$ cat src/rtl/ram_pkg.sv
// Shared definitions for the dual-port RAM slice.
//   rd_mode_t   per-port read-during-write behaviour
//   ST_INIT     zero-fill sweep in progress
//   ST_RUN      normal port access
package ram_pkg;

    typedef enum logic {
        READ_FIRST  = 1'b0,
        WRITE_FIRST = 1'b1
    } rd_mode_t;

    localparam logic [0:0] ST_INIT = 1'b0;
    localparam logic [0:0] ST_RUN  = 1'b1;

endpackage

$ cat src/rtl/dual_port_ram_sync_be_if.sv
// One RAM access port. The RAM is instantiated with two of these.
//   en    access enable
//   we    write (qualified by en)
//   be    byte enables (qualified by we)
//   addr  word address
//   din   write data
//   dout  registered read data
//   vld   dout carries the result of an access issued RD_LAT cycles earlier
interface dual_port_ram_sync_be_if #(
    parameter int DATA_W = 8,
    parameter int ADDR_W = 6
);
    localparam int BE_W = DATA_W / 8;

    logic              en;
    logic              we;
    logic [BE_W-1:0]   be;
    logic [ADDR_W-1:0] addr;
    logic [DATA_W-1:0] din;
    logic [DATA_W-1:0] dout;
    logic              vld;

    modport master (output en, we, be, addr, din, input dout, vld);
    modport slave  (input en, we, be, addr, din, output dout, vld);

endinterface

$ cat src/rtl/ram_rd_pipe.sv
// Read-data/valid register chain, RD_LAT (1 or 2) stages deep.
// Data registers only load when a valid access passes through, so the output
// holds its last value between accesses. rst clears every stage.
//   clk, rst   clock, synchronous active-high clear
//   in_vld     an access was accepted this cycle
//   in_data    word to return for that access
//   out_vld    result emerges
//   out_data   returned word (held when out_vld is low)
module ram_rd_pipe #(
    parameter int DATA_W = 8,
    parameter int RD_LAT = 1
) (
    input  logic              clk,
    input  logic              rst,
    input  logic              in_vld,
    input  logic [DATA_W-1:0] in_data,
    output logic              out_vld,
    output logic [DATA_W-1:0] out_data
);

    logic              s1_vld;
    logic [DATA_W-1:0] s1_data;

    always_ff @(posedge clk) begin
        if (rst) begin
            s1_vld  <= 1'b0;
            s1_data <= '0;
        end else begin
            s1_vld <= in_vld;
            if (in_vld) s1_data <= in_data;
        end
    end

    generate
        if (RD_LAT == 2) begin : g_lat2
            logic              s2_vld;
            logic [DATA_W-1:0] s2_data;

            always_ff @(posedge clk) begin
                if (rst) begin
                    s2_vld  <= 1'b0;
                    s2_data <= '0;
                end else begin
                    s2_vld <= s1_vld;
                    if (s1_vld) s2_data <= s1_data;
                end
            end

            assign out_vld  = s2_vld;
            assign out_data = s2_data;
        end else begin : g_lat1
            assign out_vld  = s1_vld;
            assign out_data = s1_data;
        end
    endgenerate

endmodule

$ cat src/rtl/dual_port_ram_sync_be.sv
// True dual-port RAM, single clock, byte write enables, registered reads.
// Optional zero-fill sweep after every reset.
//   clk        rising-edge clock
//   rst        synchronous active-high reset
//   port_a     access port A (wins overlapping byte lanes on same-address writes)
//   port_b     access port B
//   init_busy  zero-fill sweep running; all port accesses are ignored
//
//   state   | meaning
//   --------+------------------------------------------------
//   ST_INIT | writing 0 to mem[cnt], cnt 0 .. DEPTH-1
//   ST_RUN  | ports A and B access the array
module dual_port_ram_sync_be
    import ram_pkg::*;
#(
    parameter int       DATA_W    = 8,
    parameter int       ADDR_W    = 6,
    parameter int       BE_W      = DATA_W / 8,
    parameter int       RD_LAT    = 1,
    parameter rd_mode_t MODE_A    = READ_FIRST,
    parameter rd_mode_t MODE_B    = READ_FIRST,
    parameter bit       INIT_ZERO = 1'b1
) (
    input  logic                     clk,
    input  logic                     rst,
    dual_port_ram_sync_be_if.slave   port_a,
    dual_port_ram_sync_be_if.slave   port_b,
    output logic                     init_busy
);

    localparam int DEPTH = 2 ** ADDR_W;

    logic [DATA_W-1:0] mem [DEPTH];
    logic [0:0]        state;
    logic [ADDR_W-1:0] cnt;

    logic              acc_a, acc_b;
    logic              wr_a, wr_b;
    logic [DATA_W-1:0] old_a, old_b;
    logic [DATA_W-1:0] merged_a, merged_b;
    logic [DATA_W-1:0] rd_a, rd_b;

    // Accesses presented while rst is high are dropped along with the pipeline.
    assign acc_a = port_a.en && (state == ST_RUN) && !rst;
    assign acc_b = port_b.en && (state == ST_RUN) && !rst;
    assign wr_a  = acc_a && port_a.we;
    assign wr_b  = acc_b && port_b.we;

    assign old_a = mem[port_a.addr];
    assign old_b = mem[port_b.addr];

    // Each port's own view of its write; the other port's write is never visible
    // in the same cycle, so a cross-port reader always sees the old word.
    always_comb begin
        merged_a = old_a;
        for (int i = 0; i < BE_W; i++)
            if (port_a.be[i]) merged_a[8*i +: 8] = port_a.din[8*i +: 8];
    end

    always_comb begin
        merged_b = old_b;
        for (int i = 0; i < BE_W; i++)
            if (port_b.be[i]) merged_b[8*i +: 8] = port_b.din[8*i +: 8];
    end

    assign rd_a = (MODE_A == WRITE_FIRST && wr_a) ? merged_a : old_a;
    assign rd_b = (MODE_B == WRITE_FIRST && wr_b) ? merged_b : old_b;

    // Port A lane writes are issued after port B's, so A overrides B on
    // overlapping lanes at the same address.
    always_ff @(posedge clk) begin
        if (!rst && state == ST_INIT) begin
            mem[cnt] <= '0;
        end else begin
            for (int i = 0; i < BE_W; i++) begin
                if (wr_b && port_b.be[i]) mem[port_b.addr][8*i +: 8] <= port_b.din[8*i +: 8];
                if (wr_a && port_a.be[i]) mem[port_a.addr][8*i +: 8] <= port_a.din[8*i +: 8];
            end
        end
    end

    always_ff @(posedge clk) begin
        if (rst) begin
            state <= INIT_ZERO ? ST_INIT : ST_RUN;
            cnt   <= '0;
        end else if (state == ST_INIT) begin
            cnt <= cnt + 1'b1;
            if (cnt == ADDR_W'(DEPTH - 1)) state <= ST_RUN;
        end
    end

    assign init_busy = (state == ST_INIT);

    ram_rd_pipe #(
        .DATA_W (DATA_W),
        .RD_LAT (RD_LAT)
    ) u_pipe_a (
        .clk      (clk),
        .rst      (rst),
        .in_vld   (acc_a),
        .in_data  (rd_a),
        .out_vld  (port_a.vld),
        .out_data (port_a.dout)
    );

    ram_rd_pipe #(
        .DATA_W (DATA_W),
        .RD_LAT (RD_LAT)
    ) u_pipe_b (
        .clk      (clk),
        .rst      (rst),
        .in_vld   (acc_b),
        .in_data  (rd_b),
        .out_vld  (port_b.vld),
        .out_data (port_b.dout)
    );

endmodule

$ cat src/flat_wrapper.sv
// flat-port wrapper written by rule: the top's interface ports become plain ports
module dual_port_ram_sync_be_flat import ram_pkg::*;
#(
    parameter int       DATA_W    = 8,
    parameter int       ADDR_W    = 6,
    parameter int       BE_W      = DATA_W / 8,
    parameter int       RD_LAT    = 1,
    parameter rd_mode_t MODE_A    = READ_FIRST,
    parameter rd_mode_t MODE_B    = READ_FIRST,
    parameter bit       INIT_ZERO = 1'b1
)
  (clk, rst, init_busy, port_a_en, port_a_we, port_a_be, port_a_addr, port_a_din, port_a_dout, port_a_vld, port_b_en, port_b_we, port_b_be, port_b_addr, port_b_din, port_b_dout, port_b_vld);
  dual_port_ram_sync_be_if #(.DATA_W(DATA_W), .ADDR_W(ADDR_W)) port_a_i ();
  dual_port_ram_sync_be_if #(.DATA_W(DATA_W), .ADDR_W(ADDR_W)) port_b_i ();
  input  logic clk;
  input  logic rst;
  output logic init_busy;
  input wire logic [$bits(port_a_i.en)-1:0] port_a_en;
  input wire logic [$bits(port_a_i.we)-1:0] port_a_we;
  input wire logic [$bits(port_a_i.be)-1:0] port_a_be;
  input wire logic [$bits(port_a_i.addr)-1:0] port_a_addr;
  input wire logic [$bits(port_a_i.din)-1:0] port_a_din;
  output wire logic [$bits(port_a_i.dout)-1:0] port_a_dout;
  output wire logic [$bits(port_a_i.vld)-1:0] port_a_vld;
  input wire logic [$bits(port_b_i.en)-1:0] port_b_en;
  input wire logic [$bits(port_b_i.we)-1:0] port_b_we;
  input wire logic [$bits(port_b_i.be)-1:0] port_b_be;
  input wire logic [$bits(port_b_i.addr)-1:0] port_b_addr;
  input wire logic [$bits(port_b_i.din)-1:0] port_b_din;
  output wire logic [$bits(port_b_i.dout)-1:0] port_b_dout;
  output wire logic [$bits(port_b_i.vld)-1:0] port_b_vld;
  assign port_a_i.en = port_a_en;
  assign port_a_i.we = port_a_we;
  assign port_a_i.be = port_a_be;
  assign port_a_i.addr = port_a_addr;
  assign port_a_i.din = port_a_din;
  assign port_a_dout = port_a_i.dout;
  assign port_a_vld = port_a_i.vld;
  assign port_b_i.en = port_b_en;
  assign port_b_i.we = port_b_we;
  assign port_b_i.be = port_b_be;
  assign port_b_i.addr = port_b_addr;
  assign port_b_i.din = port_b_din;
  assign port_b_dout = port_b_i.dout;
  assign port_b_vld = port_b_i.vld;
  dual_port_ram_sync_be #(.DATA_W(DATA_W), .ADDR_W(ADDR_W), .BE_W(BE_W), .RD_LAT(RD_LAT), .MODE_A(MODE_A), .MODE_B(MODE_B), .INIT_ZERO(INIT_ZERO)) u_core (.clk(clk), .rst(rst), .port_a(port_a_i), .port_b(port_b_i), .init_busy(init_busy));
endmodule
$ cat config.mk
export PLATFORM = sky130hd
export DESIGN_NAME = dual_port_ram_sync_be_flat
export DESIGN_NICKNAME = d
export VERILOG_FILES = /design/src/rtl/ram_pkg.sv /design/src/rtl/dual_port_ram_sync_be_if.sv /design/src/rtl/ram_rd_pipe.sv /design/src/rtl/dual_port_ram_sync_be.sv /design/src/flat_wrapper.sv
export SDC_FILE = /design/constraint.sdc
export NUM_CORES = 1
export LEC_CHECK = 0
export CAP_MARGIN = 20
export CORE_MARGIN = 8
export CORE_UTILIZATION = 30
export CTS_BUF_LIST = sky130_fd_sc_hd__clkbuf_4
export DETAILED_ROUTE_END_ITERATION = 8
export SETUP_SLACK_MARGIN = 0.2
export SYNTH_ARGS = -nofsm -noshare
export SYNTH_HDL_FRONTEND = slang
export SYNTH_HIERARCHICAL = 1
export SYNTH_SLANG_ARGS = --single-unit
$ cat constraint.sdc
create_clock -name clk -period 3.2 [get_ports clk]
set_input_delay 0.48 -clock clk [delete_from_list [all_inputs] [get_ports clk]]
set_output_delay 0.48 -clock clk [all_outputs]
set_load 0.02 [all_outputs]
==> impl_results.md <==
- Most frequent cells in the layout: edfxtp_1, mux2_2, buf_4
- Most common cell after layout, fill and taps aside: edfxtp_1
- Number of synthesized flops with an enable pin: just over 500
- Critical path required time: 2.72 ns
- # rows: between 100 and 150
- Clock buffer depth: 3
- CTS Sinks: 537
- Total CTS buffers: between 150 and 200
- Buf+Inv Stages, Crit Path: 3
- RSZ-0062 raised after global routing: false
- Syn-to-layout area delta: 19.1%
- Tcrit/Tclk final: between 80% and 90%
- CP top delay family: buffers and inverters
- #FFs+latches synth: between 500 and 600
- Total wire length: between 100000 and 150000 um
- Pleak: 15.1 nW
- DRC: 0
- Ranking of synthesized cells by area: edfxtp_1, mux2_2, mux4_2, mux2i_1, clkbuf_1
- Fillers: roughly 10k
- WHS: between 0.2 and 0.3 ns
- Initial core utilization: between 30 and 40%
- Die height: approximately 340 um
- Hold buffer count at cts: 0
- Vias in the first global route: 24.3k
- Hold crit path type: primary input to register
- Max_slew headroom: 20.1%
- CTS H-tree lvls: 4
- Biggest fanout along the worst timing path: 7
- TritonCTS clock tree: built
- Syn nets: between 2k and 2.5k
- First-pass GRT wire length: roughly 180000 um
- Final setup TNS: 0 ns
- Synth Area per Inst: between 10 and 15 sq um
- Avg WL per Cell: 31.6 um
- Status: completed
- Nets: 2587
- Final ANT Viol Nets: 0
- Pin count of the biggest net entering global routing: 65
- Final Util: a little over a third
- Peak VDD IR: ~0.25 mV
- Synth cell types: 75
- Crit path kind: register to output pin
- Yosys Warn Count: 6
- Gpl congestion: 0.971
- Drt first pass iters: 6
- # Max-Cap Violations: 0
- CORE AREA: between 100000 and 150000 sq um
- Sequential share of the synthesized area: 49.0%
- Initial DRC count: approximately 3.3k
- Die Width: 345 um
- Total Die Area: between 100000 and 150000 sq um
- Pins Over Slew Limit: 0
- Max Clock Freq: 367 MHz
- Final HPWL DP: between 80000 and 90000 um
- GRT Overall Usage: 21.1%
- Synth top area share: roughly 47%
- Startpoint Class: register
- Power after layout: 15.6 mW
- Worst-Margin Slew: between 1 and 1.5 ns
- Vias/cell: 5.99
- Worst path max stage delay: between 0.3 and 0.4 ns
- Synthesized cell area: roughly 32000 sq um
- Detailed-route via count: 24.4k
- Min Tclk post-route: about 2.7 ns
- Clk Latency, worst-skew pair: 1.11 ns
- Crit-path slowest cell: dlygate4sd2_1
- Ys flop type: edfxtp_1
- Antenna violations before repair: 5
- P per Cell Area: slightly above 400 nW/um^2
- Crit. End Element: output pin
- Setup Skew: about 0.094 ns
- Final Setup Violations: 0
- Final Hold Vio Count: 0
- Worst EP arrival: between 2 and 2.5 ns
- Crit path cell chain: buf_4 > inv_1 > dlygate4sd2_1
- PortBufs: 54
- Clock Pin Slew Worst Setup and Hold Paths: 0.06 ns
- Grt ovf: 0
- Ys async rst share: 0%
- Gate Count Post-Synth: approximately 2.3k
- Ports: 55
- Synth area leader: edfxtp_1
- Clock Root Buffer: clkbuf_4
- Layout cells sized above 1: 50.5%
-- routing by layer --
| metal | track usage, % | up-vias | wire length (um) |
|---|---|---|---|
| met4 | 9.87 | 0 | 6340 |
| met2 | 33.4 | 1700 | 59000 |
| met5 | 0 | - | 0 |
| met3 | 5.14 | 356 | 14000 |
| li1 | - | 9793 | - |
| met1 | 27.2 | 12600 | 49200 |
-- layout make-up --
cell class	count	area, sq um	area share (%)
clock inverter	45	292	0.755
timing repair buffer	383	3600	9.32
clock buffer	218	1640	4.24
inverter	6	22.5	0.0583
tap	1403	1760	4.55
antenna	12	30.0	0.0778
multi-input combinational	1469	15400	39.9
sequential	537	15900	41.1
-- synthesized netlist by cell type (5+ instances only) --
cell        n
edfxtp_1  512
mux2_2    509
mux4_2    189
clkbuf_1  154
mux2i_1   109
nand2_1    75
o21ai_0    73
nor2_1     70
buf_2      57
o22ai_1    55
mux2_1     45
a221oi_1   32
a22oi_1    30
nor2_2     30
a21oi_1    25
dfxtp_1    25
nand2b_1   19
buf_4      17
buf_1      15
nor2b_1    14
and3_1     13
nand3_1    13
a221o_1    11
o221ai_1   11
a31oi_1     9
a211oi_1    8
nor2_4      8
o21bai_1    8
nand4_1     7
a211o_1     6
a22o_1      6
and2_1      6
or3_1       6
a21o_1      5
buf_6       5
nor3_1      5
-- path summary, 6_finish.rpt --
path / from / endpoint / slack [ns] / depth (start not counted)
worst max-delay path: u_core/state$_SDFF_PP0_ / init_busy / 0.47 / 3
worst min-delay path: port_a_din[0] / u_core/mem[36][0]$_DFFE_PP_ / 0.27 / 2
worst max register to register: u_core/state$_SDFF_PP0_ / u_core/mem[38][4]$_DFFE_PP_ / 0.59 / 9
worst min register to register: u_core/u_pipe_b/out_data[6]$_SDFFE_PP0P_ / u_core/u_pipe_b/out_data[6]$_SDFFE_PP0P_ / 0.52 / 2
-- where the power goes --
part | internal [mW] | switching, mW | total [mW]
logic | 0.498 | 0.892 | 1.39
clock network | 3.38 | 3.18 | 6.56
registers | 7.60 | 0.0169 | 7.62
-- through the flow --
stage          worst slack (ns)  instances  area, sq um
2_1_floorplan             0.387       2263        32400
3_3_place_gp             -0.418       3797        36600
3_5_place_dp             -0.234       3798        36600
4_1_cts                   0.447       4061        38600
5_1_grt                   0.429       4068        38600
6_report                  0.472       4073        38600
-- registers in the layout (all words and copies together), names as in the netlist --
register	cells
u_core/u_pipe_b/out_data	8
u_core/state	1
u_core/u_pipe_b/out_vld	1
u_core/cnt	6
u_core/mem	512
u_core/u_pipe_a/out_data	8
u_core/u_pipe_a/out_vld	1
-- cell families after synthesis --
logic type / Yosys count / synth area share [%]
DFF: 537 / 49.0
adders and majority gates: 1 / 0.0386
buffers and inverters: 257 / 3.57
AOI/OAI and AO/OA: 309 / 6.55
and+or+nand+nor: 302 / 4.93
muxes: 853 / 35.8
xor gates and xnor gates: 4 / 0.108
-- timing repair --
action	CTS	global route
endpoints found under the hold margin	0	0
buffers inserted	0	0
endpoints found under the setup margin	1	0
gates resized for setup	1	0
(Power assumes the default switching activity.)
